==> src/rtl/relu_quant_param_pkg.sv <==
// Shared encodings and default widths for the relu_quant_param output stage.
package relu_quant_param_pkg;

    typedef enum logic [1:0] {
        ACT_NONE  = 2'd0,
        ACT_RELU  = 2'd1,
        ACT_LEAKY = 2'd2,
        ACT_CLAMP = 2'd3
    } act_mode_e;

    localparam int unsigned DEF_ACCUM_DATA_WIDTH     = 32;
    localparam int unsigned DEF_DATA_WIDTH           = 16;
    localparam int unsigned DEF_COUNT_SLOAD_BITWIDTH = 8;

endpackage

==> src/rtl/relu_quant_lane.sv <==
// One channel: round/shift into stage 1, then saturate and activate into stage 2.
module relu_quant_lane
    import relu_quant_param_pkg::*;
#(
    parameter int unsigned AccW      = 32,
    parameter int unsigned DataW     = 16,
    parameter int unsigned ShiftW    = 5,
    parameter int unsigned LeakShift = 3
) (
    input  logic              clk_i,
    input  logic              rst_ni,
    input  logic              load_i,
    input  logic              adv_i,
    input  logic [AccW-1:0]   acc_i,
    input  logic [ShiftW-1:0] shift_amt_i,
    input  logic              round_en_i,
    input  act_mode_e         act_mode_i,
    input  logic [DataW-1:0]  clamp_cap_i,
    output logic [DataW-1:0]  res_o,
    output logic              clip_o
);

    localparam int unsigned SumW = AccW + 1;
    localparam logic signed [SumW-1:0] MaxV = {{(SumW-DataW+1){1'b0}}, {(DataW-1){1'b1}}};
    localparam logic signed [SumW-1:0] MinV = {{(SumW-DataW+1){1'b1}}, {(DataW-1){1'b0}}};

    logic signed [SumW-1:0]  bias;
    logic signed [SumW-1:0]  sum;
    logic signed [SumW-1:0]  s1_d, s1_q;
    logic signed [DataW-1:0] sat_val;
    logic signed [DataW-1:0] act_d;
    logic        [DataW-1:0] res_q;

    always_comb begin
        bias = '0;
        if (round_en_i && (shift_amt_i != '0)) begin
            bias = SumW'(1) << (shift_amt_i - ShiftW'(1));
        end
        sum  = $signed({acc_i[AccW-1], acc_i}) + bias;
        s1_d = sum >>> shift_amt_i;
    end

    always_comb begin
        clip_o  = 1'b0;
        sat_val = s1_q[DataW-1:0];
        if (s1_q > MaxV) begin
            clip_o  = 1'b1;
            sat_val = MaxV[DataW-1:0];
        end else if (s1_q < MinV) begin
            clip_o  = 1'b1;
            sat_val = MinV[DataW-1:0];
        end
    end

    always_comb begin
        act_d = sat_val;
        unique case (act_mode_i)
            ACT_NONE:  act_d = sat_val;
            ACT_RELU:  if (sat_val[DataW-1]) act_d = '0;
            ACT_LEAKY: if (sat_val[DataW-1]) act_d = sat_val >>> LeakShift;
            ACT_CLAMP: begin
                // The cap is an unsigned bound, so a set MSB can never clamp.
                if (sat_val[DataW-1]) begin
                    act_d = '0;
                end else if ($unsigned(sat_val) > clamp_cap_i) begin
                    act_d = clamp_cap_i;
                end
            end
        endcase
    end

    always_ff @(posedge clk_i or negedge rst_ni) begin
        if (!rst_ni) begin
            s1_q  <= '0;
            res_q <= '0;
        end else begin
            if (load_i) s1_q <= s1_d;
            if (adv_i)  res_q <= act_d;
        end
    end

    assign res_o = res_q;

endmodule

==> src/rtl/relu_quant_param.sv <==
// Multi-channel rescale/saturate/activation stage: capture control, valid pipe, sticky flags.
module relu_quant_param
    import relu_quant_param_pkg::*;
#(
    parameter int unsigned NUM_CH               = 4,
    parameter int unsigned ACCUM_DATA_WIDTH     = DEF_ACCUM_DATA_WIDTH,
    parameter int unsigned DATA_WIDTH           = DEF_DATA_WIDTH,
    parameter int unsigned COUNT_SLOAD_BITWIDTH = DEF_COUNT_SLOAD_BITWIDTH,
    parameter int unsigned SLOAD_TAP            = 2,
    parameter int unsigned SHIFT_BITWIDTH       = 5,
    parameter int unsigned LEAK_SHIFT           = 3
) (
    input  logic                             clock,
    input  logic                             reset,
    input  logic                             enable,
    input  logic [COUNT_SLOAD_BITWIDTH-1:0]  count_sload,
    input  logic [NUM_CH*ACCUM_DATA_WIDTH-1:0] result,
    input  logic [SHIFT_BITWIDTH-1:0]        shift_amt,
    input  logic                             round_en,
    input  logic [1:0]                       act_mode,
    input  logic [DATA_WIDTH-1:0]            clamp_cap,
    input  logic                             sat_clear,
    output logic [NUM_CH*DATA_WIDTH-1:0]     result_relu,
    output logic                             out_valid,
    output logic [NUM_CH-1:0]                sat_flag
);

    logic                  in_fire;
    logic                  adv;
    logic                  v1_q;
    logic                  out_valid_q;
    act_mode_e             mode_q;
    logic [DATA_WIDTH-1:0] cap_q;
    logic [NUM_CH-1:0]     clip;
    logic [NUM_CH-1:0]     sat_d, sat_q;

    assign in_fire = enable && (count_sload == COUNT_SLOAD_BITWIDTH'(SLOAD_TAP));
    assign adv     = enable && v1_q;

    for (genvar c = 0; c < NUM_CH; c++) begin : g_lane
        relu_quant_lane #(
            .AccW      (ACCUM_DATA_WIDTH),
            .DataW     (DATA_WIDTH),
            .ShiftW    (SHIFT_BITWIDTH),
            .LeakShift (LEAK_SHIFT)
        ) u_lane (
            .clk_i       (clock),
            .rst_ni      (reset),
            .load_i      (in_fire),
            .adv_i       (adv),
            .acc_i       (result[c*ACCUM_DATA_WIDTH +: ACCUM_DATA_WIDTH]),
            .shift_amt_i (shift_amt),
            .round_en_i  (round_en),
            .act_mode_i  (mode_q),
            .clamp_cap_i (cap_q),
            .res_o       (result_relu[c*DATA_WIDTH +: DATA_WIDTH]),
            .clip_o      (clip[c])
        );
    end

    // Set wins over clear; clearing does not depend on enable.
    assign sat_d = (sat_q & ~{NUM_CH{sat_clear}}) | (clip & {NUM_CH{adv}});

    always_ff @(posedge clock or negedge reset) begin
        if (!reset) begin
            v1_q        <= 1'b0;
            out_valid_q <= 1'b0;
            mode_q      <= ACT_NONE;
            cap_q       <= '0;
            sat_q       <= '0;
        end else begin
            if (in_fire) begin
                mode_q <= act_mode_e'(act_mode);
                cap_q  <= clamp_cap;
            end
            if (enable) begin
                v1_q        <= in_fire;
                out_valid_q <= v1_q;
            end
            sat_q <= sat_d;
        end
    end

    assign out_valid = out_valid_q;
    assign sat_flag  = sat_q;

endmodule

==> config.mk <==
export PLATFORM = sky130hd
export DESIGN_NAME = relu_quant_param
export DESIGN_NICKNAME = d
export VERILOG_FILES = /design/src/rtl/relu_quant_param_pkg.sv /design/src/rtl/relu_quant_lane.sv /design/src/rtl/relu_quant_param.sv
export SDC_FILE = /design/constraint.sdc
export NUM_CORES = 1
export LEC_CHECK = 0
export CAP_MARGIN = 5
export CORE_MARGIN = 5
export CORE_UTILIZATION = 45
export CTS_CLUSTER_SIZE = 25
export DETAILED_ROUTE_END_ITERATION = 7
export PLACE_DENSITY = 0.67
export RECOVER_POWER = 50
export SLEW_MARGIN = 40
export SYNTH_ARGS = -nofsm -noshare
export SYNTH_HDL_FRONTEND = slang
export SYNTH_SLANG_ARGS = --single-unit
export TNS_END_PERCENT = 30
==> constraint.sdc <==
create_clock -name clock -period 3.89 [get_ports clock]
set_clock_uncertainty 0.1 [all_clocks]
set_input_delay 0.5835 -clock clock [delete_from_list [all_inputs] [get_ports clock]]
set_output_delay 0.5835 -clock clock [all_outputs]
set_load 0.01 [all_outputs]
==> reports/metrics.cfg, run 1 <==
[drt]
dr.pass1.iters = 7
vias_per_cell = 6.474
wl_um = 150500
postRouteAntennaNets = 0
wire_per_inst_um = 25.56
highest_layer = met4
wl_met3_um = 16390
drc_errors = 0
dr_wl_met2_um = 62440
drt_iter0_markers = 4806
via_count = 38130
drt-met1-wl_um = 61480

[grt]
track_usage_pct = 39.96
globalRouteOverflowTotal = 0
antenna_found_initial = 0
grt_pass1_vias = 35516
grt_max_degree = 79
grt_pass1_wl_um = 221000

[hold_path]
min_path_type = reg -> reg
holdPathEnd = g_lane[3].u_lane.res_o[12]$_DFFE_PN0P_
hold_start = g_lane[3].u_lane.res_o[12]$_DFFE_PN0P_
min_path_cells = 2

[sta]
maxSlewViolCount = 75
rsz0062_at_grt = true
final.min_clock_period_ns = 4.496
hold-worst-slack_ns = 0.3762
timing.final.hold_violations = 0
fin_ws_ns = -0.6057
setup_violations = 179
relSlewSlack_pct = -24.06
setup_tns_ns = -64.19
fin_crit_sh_pct = 115.6
max_clock_freq_mhz = 222.4
worst_slew_pin_slew_ns = 1.861

[power_and_ir_drop]
switching_share_pct = 39.57
p_int_w = 0.005998
seqPwrFrac_pct = 26.6
p_leak_nw = 19.84
comb_power_share_pct = 51.5
total_power_w = 0.009926
ir_worst_vdd_v = 0.0002738
p_sw_w = 0.003928
clkPwrFrac_pct = 21.9
powerDensity_mw_per_mm2 = 218.6

[layout]
syn_to_final_growth_pct = 56.40
n_antenna_cell = 0
fin_nets = 5383
register_area_mm2 = 0.005505
layout-drive-gt1-share_pct = 38.23
multi_input_area_mm2 = 0.02623
n_fill_cell = 5278

[clock_tree]
clk_latency_ns = 0.54
cts_sinks = 220
htreeDepth = 1
root_buffer = clkbuf_16
clkTransAtPathRegs_ns = 0.07
clk_path_buf_depth = 3
cts_buffers = 22
cts_tree = done

[worst_setup_path]
r2r-end = g_lane[1].u_lane.res_o[11]$_DFFE_PN0P_
reg2reg_slack_ns = -0.20
endpoint_kind = flip-flop
required_ns = 4.24
crit_type = in -> reg
r2r-start = g_lane[1].u_lane.s1_q[30]$_DFFE_PN0P_
reg2reg_depth = 17
startpoint_type = primary input
worstPathMaxFanout = 6
cp.arrival_ns = 4.84

[run]
max_cap_viol_count = 1

[synthesis]
postSynthAreaPerCell_um2 = 7.513
synth-main-ff-cell = dfrtp_1
netlist_instances = 3865
ys_seq_area_share_pct = 18.96
synth_cell_types = 103
async_flop_share_pct = 100.0
synth_area_mm2 = 0.02904
synth.yosys.warnings = 0
synth_seq_cells = 220
syn_nets = 4227
synth_edf_count = 0

[placement]
dp_hpwl_um = 117800
gp_congestion = 1.077
portBuffers = 232

[run_status]
violations = capacitance limit, slew limit, setup timing
status = finished, violations left

[floorplan]
num_rows = 93
ios = 233
die_h_um = 264.0
start_util_pct = 45.21
coreArea_mm2 = 0.06423
dieArea_mm2 = 0.06971
die_x_um = 264.0

-- critical path: stages --
cell and delay [ns]:
buf_8 0.11, inv_8 0.06, nand2_8 0.07, nor2_4 0.14, nand2_4 0.10, nand4_1 0.22
buf_6 0.19, nor2_4 0.07, buf_6 0.14, buf_6 0.11, fa_2 0.37, a211oi_2 0.29
o211ai_1 0.18, buf_4 0.18, a21oi_4 0.13, buf_6 0.15, a211oi_4 0.06, buf_4 0.15
o31ai_4 0.36, buf_4 0.18, nand2_4 0.06, buf_6 0.14, nor2_4 0.10, a21oi_2 0.06
a211o_1 0.36, a221oi_2 0.27
-- registers in the layout, indices dropped and copies added (netlist names) --
name,count
g_lane.u_lane.s1_q,132
mode_q,2
sat_flag,4
v1_q,1
g_lane.u_lane.res_o,64
cap_q,16
out_valid,1
-- cells in the mapped netlist, drive strengths merged (12+ instances only) --
library cell / instances / share of area [%]
a2111oi: 28 / 1.1
a211o: 31 / 0.93
a211oi: 97 / 2.6
a21boi: 12 / 0.31
a21o: 96 / 2.5
a21oi: 317 / 5.6
a221o: 42 / 1.4
a221oi: 50 / 1.6
a22oi: 26 / 0.67
a31oi: 53 / 1.2
and2: 43 / 0.93
and3: 34 / 0.73
and4: 13 / 0.39
buf: 76 / 1.2
clkbuf: 212 / 2.7
dfrtp: 220 / 19
ha: 194 / 8.4
inv: 57 / 0.74
mux2: 35 / 1.4
mux2i: 115 / 4.0
mux4: 36 / 2.8
nand2: 475 / 6.1
nand2b: 22 / 0.47
nand3: 75 / 1.3
nand4: 79 / 1.7
nor2: 382 / 4.9
nor2b: 24 / 0.52
nor3: 89 / 1.6
nor4: 36 / 0.80
o2111ai: 13 / 0.39
o211a: 16 / 0.55
o211ai: 71 / 1.9
o21a: 60 / 1.6
o21ai: 267 / 4.6
o221ai: 36 / 1.1
o22ai: 46 / 0.99
o2bb2ai: 14 / 0.42
o31ai: 19 / 0.49
or2: 25 / 0.54
or3: 38 / 0.82
or4: 12 / 0.32
xnor2: 57 / 1.7
xor2: 46 / 1.4
-- power by group through the flow --
stage               clock (W)  sequential [W]  combinational, W
global route          0.00227         0.00266           0.00539
detailed placement          0         0.00268           0.00446
global placement            0         0.00267           0.00443
finish                0.00218         0.00264           0.00511
floorplan                   0         0.00264           0.00235
CTS                   0.00218         0.00264           0.00474
-- placed cells by master, fill, tap and decap left out, types with 28 or more instances in the layout --
cell type	instances
buf_4	1111
nand2_1	448
nor2_1	343
a21oi_1	228
clkdlybuf4s50_1	225
dfrtp_1	220
o21ai_0	193
ha_1	146
a21o_1	94
mux2i_1	92
nand4_1	79
o211ai_1	70
a21oi_2	68
nand3_1	61
nor3_1	60
buf_6	60
o21a_1	57
a211oi_1	55
inv_1	51
a31oi_1	46
o21ai_1	44
a221o_1	41
o22ai_1	39
xnor2_1	39
ha_4	39
mux4_2	36
a211oi_2	34
and3_1	30
and2_1	30
a211o_1	29
mux2_2	28
-- repair_timing --
| item | 4_1_cts | 5_1_grt |
|---|---|---|
| pin swaps | 159 | 177 |
| gates resized for setup | 415 | 325 |
| endpoints found under the hold margin | 72 | 0 |
| cloned | 0 | 0 |
| buffers inserted | 58 | 50 |
| endpoints found under the setup margin | 179 | 192 |
| hold buffers | 1 | 0 |
-- worst max path at each step --
stage                            start                               endpoint  slack [ns]  cells after the start
after detailed placement      round_en  g_lane[3].u_lane.s1_q[10]$_DFFE_PN0P_       -1.72                     18
after global placement        round_en  g_lane[3].u_lane.s1_q[10]$_DFFE_PN0P_       -1.75                     18
after CTS                 shift_amt[1]   g_lane[3].u_lane.s1_q[0]$_DFFE_PN0P_       -0.59                     23
after floorplan           shift_amt[1]   g_lane[3].u_lane.s1_q[0]$_DFFE_PN0P_       -1.19                     21
final                     shift_amt[0]   g_lane[1].u_lane.s1_q[3]$_DFFE_PN0P_       -0.61                     26
after global routing      shift_amt[1]   g_lane[3].u_lane.s1_q[0]$_DFFE_PN0P_       -0.72                     23
-- logic make-up (layout without fill, tap and decap cells) --
logic type / count (synthesis) / in the layout / synth area share, %
compound gates: 1444 / 1444 / 34.64
simple gates: 1368 / 1368 / 21.79
buf+inv: 346 / 1516 / 4.735
flops: 220 / 220 / 18.96
fa+ha+maj: 198 / 198 / 8.635
mux: 186 / 186 / 8.113
xor+xnor: 103 / 103 / 3.132
-- per-layer routing --
metal  GRT usage (%)  vias up
met2           58.96     2519
met4           20.00        0
met1           56.19    17926
li1                -    17152
met5               0        -
met3           7.237      533
-- per-stage QoR --
step | std cells | instance area [um2] | setup slack (ns) | utilization [%]
finish | 5890 | 45420 | -0.6057 | 70.71
detailed placement | 5755 | 40220 | -1.717 | 62.61
global placement | 5755 | 40210 | -1.749 | 62.61
floorplan | 3865 | 29800 | -1.191 | -
global route | 5890 | 45420 | -0.7197 | 70.71
CTS | 5847 | 43460 | -0.5918 | 67.65
-- cell type report --
cell class	instances	area share (%)
Clock buffer	32	1.408
Clock inverter	6	0.1350
Timing Repair Buffer	1420	25.67
Inverter	58	0.5482
Tap cell	855	2.355
Multi-Input combinational cell	3299	57.76
Sequential cell	220	12.12
Note: power is estimated with default switching activity, not from simulation.
==> inputs of run 2 (changes only) <==
--- a/config.mk
+++ b/config.mk
@@ -6,12 +6,14 @@
 export NUM_CORES = 1
 export LEC_CHECK = 0
 export CAP_MARGIN = 5
-export CORE_MARGIN = 5
+export CORE_MARGIN = 2
 export CORE_UTILIZATION = 45
 export CTS_CLUSTER_SIZE = 25
 export DETAILED_ROUTE_END_ITERATION = 7
 export PLACE_DENSITY = 0.67
 export RECOVER_POWER = 50
+export REMOVE_ABC_BUFFERS = 1
+export SKIP_LAST_GASP = 1
 export SLEW_MARGIN = 40
 export SYNTH_ARGS = -nofsm -noshare
 export SYNTH_HDL_FRONTEND = slang
==> run 2 against run 1 <==
  * The flow still finishes with violations (capacitance limit, slew limit, setup timing)
  * Routed wire length down 1.6%
  * Total power down 1.8%
  * Core utilization down 1.0 points
  * Via count up 0.50%
  * Non-clock buffer count up 9
==> reports/metrics.cfg, run 2 (synthesized netlist as in run 1, its figures left out) <==
[clock_tree]
clkTransAtPathRegs_ns = 0.06  ; was 0.07 ns
root_buffer = clkbuf_16  ; unchanged
clk_latency_ns = 0.53  ; was 0.54 ns
cts_sinks = 220  ; unchanged
htreeDepth = 1  ; unchanged
cts_buffers = 22  ; unchanged
cts_tree = done  ; unchanged
clk_path_buf_depth = 3  ; unchanged

[worst_setup_path]
endpoint_kind = flip-flop  ; unchanged
cpMaxStageDelayCell = o41ai_1  ; was fa_2
cp.arrival_ns = 4.90  ; was 4.84 ns
path_cells = buf_2 > inv_2 > nand2_1 > o22ai_4 > nand2_4 > nor2_2 > buf_4 > ha_1 > a21oi_1 > o21ai_2 > a221o_2 > o21ai_2 > a211oi_2 > o41ai_1 > o2bb2ai_2 > a221oi_2 > buf_4 > buf_4 > nor2_1 > a211oi_2
crit_type = in -> reg  ; unchanged
worstPathMaxFanout = 8  ; was 6
cpPeakStageDelay_ns = 0.50  ; was 0.37 ns
startpoint_type = primary input  ; unchanged
crit_buf_inv = 5  ; was 10
crit_top_cell = buf_4  ; was buf_6
path_delay_family = compound AO/OA/AOI/OAI gates  ; unchanged
required_ns = 4.21  ; was 4.24 ns

[power_and_ir_drop]
powerDensity_mw_per_mm2 = 218.2  ; was 218.6 mW/mm2
ir_worst_vdd_v = 0.0002913  ; was 0.0002738 V
p_leak_nw = 19.72  ; was 19.84 nW

[layout]
final_common_cell = buf_4  ; unchanged
mostFrequentLayoutCells = buf_4 (1,118), nand2_1 (454), nor2_1 (350)  ; was buf_4 (1,111), nand2_1 (448), nor2_1 (343)
layout-drive-gt1-share_pct = 36.35  ; was 38.23%
syn_to_final_growth_pct = 53.89  ; was 56.40%
n_antenna_cell = 0  ; unchanged
largest-register = g_lane.u_lane.s1_q  ; unchanged
final_cells = 5900  ; was 5,890
largest_reg_flops = 132  ; unchanged
fin_nets = 5392  ; was 5,383

[drt]
drt_iter0_markers = 5091  ; was 4,806
postRouteAntennaNets = 0  ; unchanged
via_count = 38320  ; was 38,130
wl_um = 148200  ; was 150,500 um
vias_per_cell = 6.495  ; was 6.474
dr.pass1.iters = 6  ; was 7
wire_per_inst_um = 25.11  ; was 25.56 um
drc_errors = 0  ; unchanged

[floorplan]
start_util_pct = 45.29  ; was 45.21%
num_rows = 93  ; unchanged
die_h_um = 258.0  ; was 264.0 um
dieArea_mm2 = 0.06658  ; was 0.06971 mm2
coreArea_mm2 = 0.06412  ; was 0.06423 mm2
ios = 233  ; unchanged
die_x_um = 258.0  ; was 264.0 um

[sta]
timing.final.hold_violations = 0  ; unchanged
relSlewSlack_pct = -18.52  ; was -24.06%
final.min_clock_period_ns = 4.583  ; was 4.496 ns
max_clock_freq_mhz = 218.2  ; was 222.4 MHz
worst_slew_pin_slew_ns = 1.778  ; was 1.861 ns
rsz0062_at_grt = true  ; unchanged
maxSlewViolCount = 77  ; was 75
fin_crit_sh_pct = 117.8  ; was 115.6%
setup_violations = 178  ; was 179
fin_ws_ns = -0.6932  ; was -0.6057 ns
setup_tns_ns = -71.23  ; was -64.19 ns

[run_status]
status = finished, violations left  ; unchanged
violations = capacitance limit, slew limit, setup timing  ; unchanged

[grt]
grt_max_degree = 100  ; was 79
globalRouteOverflowTotal = 0  ; unchanged
track_usage_pct = 42.01  ; was 39.96%
grt_pass1_vias = 35476  ; was 35,516
antenna_found_initial = 0  ; unchanged
grt_pass1_wl_um = 217000  ; was 221,000 um

[placement]
portBuffers = 232  ; unchanged
dp_hpwl_um = 114900  ; was 117,800 um
gp_congestion = 1.065  ; was 1.077
placedCellCount = 5784  ; was 5,755

[run]
max_cap_viol_count = 1  ; unchanged

[hold_path]
min_path_type = reg -> reg  ; unchanged

==> run 2: cell types whose count changed in the layout (fill, tap and decap cells not counted), moves of 7 or more <==
cell and delta:
o21ai_0 +7, buf_12 +7, buf_4 +7, a21oi_2 -13
o21ai_2 -8, a21oi_1 +23, mux2i_1 +10, nor2_1 +7
a21oi_4 -10
==> run 2: where the power goes <==
part	leakage (nW)	switching, W	internal [W]
sequential	2.85	0.000161	0.00247
clock	0.337	0.000949	0.00119
combinational	16.5	0.00272	0.00226
total	19.7	0.00383	0.00592
==> run 2: worst min-delay path, cell delays in order (launching register included) <==
cell,delay [ns]
dfrtp_1,0.34
nand2_1,0.05
nand2_1,0.05
==> run 2: cell type report <==
| type | instances | area, um2 |
|---|---|---|
| Clock buffer | 33 | 633.1 |
| Clock inverter | 6 | 61.31 |
| Fill cell | 5207 | 19430 |
| Inverter | 58 | 240.2 |
| Multi-Input combinational cell | 3299 | 25400 |
| Sequential cell | 220 | 5505 |
| Tap cell | 855 | 1070 |
| Timing Repair Buffer | 1429 | 11780 |
==> run 2: per-stage QoR <==
stage | cell area [um2] | hold WS (ns) | power [W] | utilization, % | worst slack (ns)
finish | 44690 | 0.3653 | 0.009750 | 69.70 | -0.6932
global route | 44690 | 0.4092 | 0.01015 | 69.70 | -0.7416
CTS | 42520 | 0.006285 | 0.009367 | 66.31 | -0.5408
detailed placement | 39920 | 0.3613 | 0.007056 | 62.26 | -1.572
global placement | 39890 | 0.3523 | 0.006992 | 62.22 | -1.498
floorplan | 27880 | 0.1879 | 0.004825 | - | -5.552
==> run 2: worst paths after layout <==
path | start | end | slack (ns) | cells past startpoint
setup / recovery | shift_amt[4] | g_lane[2].u_lane.s1_q[12]$_DFFE_PN0P_ | -0.69 | 20
hold / removal | g_lane[3].u_lane.res_o[13]$_DFFE_PN0P_ | g_lane[3].u_lane.res_o[13]$_DFFE_PN0P_ | 0.37 | 2
setup reg to reg | g_lane[0].u_lane.s1_q[29]$_DFFE_PN0P_ | g_lane[0].u_lane.res_o[1]$_DFFE_PN0P_ | -0.31 | 16
hold reg to reg | g_lane[3].u_lane.res_o[13]$_DFFE_PN0P_ | g_lane[3].u_lane.res_o[13]$_DFFE_PN0P_ | 0.37 | 2
max in group asynchronous | reset | g_lane[1].u_lane.s1_q[31]$_DFFE_PN0P_ | 0.51 | 3
min in group asynchronous | reset | g_lane[0].u_lane.res_o[0]$_DFFE_PN0P_ | 0.77 | 2
==> run 2: repair_timing <==
item	4_1_cts	5_1_grt
buffers inserted	44	38
pin swaps	110	162
hold buffers	0	1
resized for setup	309	389
endpoints found under the setup margin	177	195
cloned	0	0
hold endpoints to repair	0	20
==> run 2: layer usage <==
metal  wire length [um]  GRT usage [%]
met1              59460          56.79
met2              62100          62.80
met3              14700          5.830
met4              11900          27.22
met5                  0              0
==> edit: new RTL, flow settings as in run 2 <==
`NUM_CH`: 4 -> 3.
--- a/src/rtl/relu_quant_param.sv
+++ b/src/rtl/relu_quant_param.sv
@@ -3,5 +3,5 @@
     import relu_quant_param_pkg::*;
 #(
-    parameter int unsigned NUM_CH               = 4,
+    parameter int unsigned NUM_CH               = 3,
     parameter int unsigned ACCUM_DATA_WIDTH     = DEF_ACCUM_DATA_WIDTH,
     parameter int unsigned DATA_WIDTH           = DEF_DATA_WIDTH,
Ports: changed (resized result, result_relu and sat_flag); port bits go from 233 to 184. No check against the original RTL was run, so the function may have changed too.
==> edit against run 2 <==
The flow finishes with violations (DRC, capacitance limit, slew limit, setup timing); worst setup slack better by 0.036 ns; global-route usage rose by 2.5 points; routed wire length decreased by 17%; design area is 20% lower; critical path depth rose by 2; area after synthesis is 23% lower; via count is 20% lower; first-iteration DRC count decreased by 21%; total power decreased by 16%; sequential cell count fell by 50; critical endpoint is now g_lane[1].u_lane.s1_q[10]; highest routed layer unchanged.
==> edit: results (changes against run 2) <==
Outcome
  – Run status: finished with violations
  – Failing checks: DRC, capacitance limit, slew limit, setup timing

Setup path
  – Reg-to-Reg Start: g_lane[2].u_lane.s1_q[21]
  – Crit Path Max Fanout: 5 (-3)
  – Worst r2r dst: g_lane[2].u_lane.res_o[6]
  – Logic depth of the worst register-to-register path: 15 (-1)
  – Worst-path cell with the longest stage delay: sky130_fd_sc_hd__a222oi_1

STA
  – Post-route worst setup slack: -0.6577 ns (+0.03551 ns)
  – Number of pins exceeding their max-slew limit in the final report: 144 (+87%)
  – Headroom to the max-slew limit: -47.56% (-29 points)
  – Number of setup violations in the final report: 141 (-21%)

Placed design
  – Number of I/O port buffers: 183 (-21%)
  – Area after detailed placement: 0.03059 sq mm (-23%)
  – Weighted congestion at the end of routability-driven global placement: 1.018 (-4.4%)
  – Hpwl dp: 91730 um (-20%)
  – Worst setup slack after placement: -1.677 ns (-0.1058 ns)

Finish
  – Share of post-route cells with drive strength above 1: 39.80% (+3.4 points)
  – Area of the multi-input gates: 0.02047 sq mm (-19%)
  – Count of fill cells added during filler insertion: 3682 (-29%)

Global route
  – Maximum number of pins on one net before global-route repair: 86 (-14%)
  – GRT Resource Usage Total: 44.54% (+2.5 points)
  – Number of global-route vias before repair: 28778 (-19%)
  – First-pass GRT wire length: 174300 um (-20%)

Clock tree
  – H-tree depth: 4 (+3)
  – Clk Latency, worst-skew pair: 0.47 ns (-0.06 ns)
  – Maximum root-to-sink buffer count: 2 (-1)
  – TritonCTS buffer count: 17 (-23%)

Routing
  – Post-route DRC: 6 (+6)
  – 1st-iter DRT viols: 4043 (-21%)
  – DR vias: 30659 (-20%)
  – TritonRoute pass-1 iters: 8 (+2)

Pwr
  – Leakage component of the power: 15.85 nW (-20%)
  – Share of total power consumed by net switching: 40.59% (+1.3 points)

Logic synthesis
  – Top cells by area, synth: sky130_fd_sc_hd__dfrtp_1, sky130_fd_sc_hd__ha_1, sky130_fd_sc_hd__nand2_1, sky130_fd_sc_hd__a21oi_1, sky130_fd_sc_hd__nor2_1
  – Commonest cells in the netlist: sky130_fd_sc_hd__nand2_1, sky130_fd_sc_hd__nor2_1, sky130_fd_sc_hd__a21oi_1, sky130_fd_sc_hd__dfrtp_1, sky130_fd_sc_hd__o21ai_0
  – Distinct cells, synth: 98 (-4.9%)
  – Sequential-to-total area share from yosys stat: 18.93% (-0.031 points)

Min path
  – Hold EP: g_lane[1].u_lane.res_o[7]

Flow run
  – # Max-Cap Violations: 2 (+1)
-- edit: cell count changes in the layout (fill, tap and decap cells not counted), sizes merged, moves of 27 or more --
cell	change
nand2	-121
a21oi	-86
mux2i	-27
dfrtp	-50
nor2	-116
o21ai	-81
buf	-256
clkdlybuf4s50	-49
ha	-48
a211oi	-42
-- edit: layout make-up --
class,count,area share [%]
clock buffer,18,1.225
clock inverter,14,0.3805
inverter,61,0.7609
multi-input combinational,2543,57.11
sequential,170,11.87
tap,664,2.318
timing repair buffer,1121,26.34
-- edit: cell families after synthesis --
kind of cell,count (synthesis),synth area share (%)
compound gates,1097,34.27
xor+xnor,74,2.884
fa+ha+maj,149,8.395
buf+inv,276,4.815
flops,170,18.93
mux,142,7.944
simple gates,1081,22.77
-- edit: power by group through the flow --
stage / Combinational, W / Sequential (W) / Clock, W
after global placement: 0.00362 / 0.00209 / 0
final: 0.00436 / 0.00207 / 0.00172
after floorplan: 0.00184 / 0.00208 / 0
after detailed placement: 0.00368 / 0.00210 / 0
after CTS: 0.00395 / 0.00207 / 0.00172
after global routing: 0.00460 / 0.00209 / 0.00179
-- edit: how the worst max path moves through the flow --
stage / slack [ns] / from / endpoint
2_1_floorplan: -4.83 / shift_amt[0] / g_lane[1].u_lane.s1_q[10]
3_3_place_gp: -1.64 / shift_amt[4] / g_lane[1].u_lane.s1_q[10]
3_5_place_dp: -1.68 / shift_amt[4] / g_lane[1].u_lane.s1_q[10]
4_1_cts: -0.47 / shift_amt[0] / g_lane[1].u_lane.s1_q[10]
5_1_grt: -0.70 / shift_amt[1] / g_lane[0].u_lane.s1_q[26]
6_report: -0.66 / shift_amt[1] / g_lane[1].u_lane.s1_q[10]
-- edit: stage by stage --
step                      hold WS, ns  TNS (ns)  total power (W)  cells
after floorplan                0.1879   -423.97         0.003915   2774
after CTS                      0.1317    -38.95         0.007739   4536
after global routing           0.4179    -75.89         0.008475   4591
after detailed placement       0.3672   -144.12         0.005778   4451
final                          0.3750    -52.21         0.008161   4591
after global placement         0.3669   -136.34         0.005710   4451
-- edit: tightest hold or removal path: stages (launching register included) --
cell and delay [ns]:
sky130_fd_sc_hd__dfrtp_1 0.34, sky130_fd_sc_hd__nand2_1 0.05, sky130_fd_sc_hd__o31ai_1 0.05
-- edit: timing repair --
action,4_1_cts,5_1_grt
gates resized for setup,415,372
pin swaps,136,153
buffers inserted,57,64
setup endpoints to repair,130,146
-- edit: metal layers --
metal | vias to the layer above | global-route usage (%) | part of all wire (%)
met5 | - | 0 | 0
met4 | 0 | 33.40 | 10
met3 | 589 | 7.563 | 9.9
met2 | 2106 | 69.65 | 43
met1 | 14633 | 55.05 | 37
li1 | 13331 | - | -
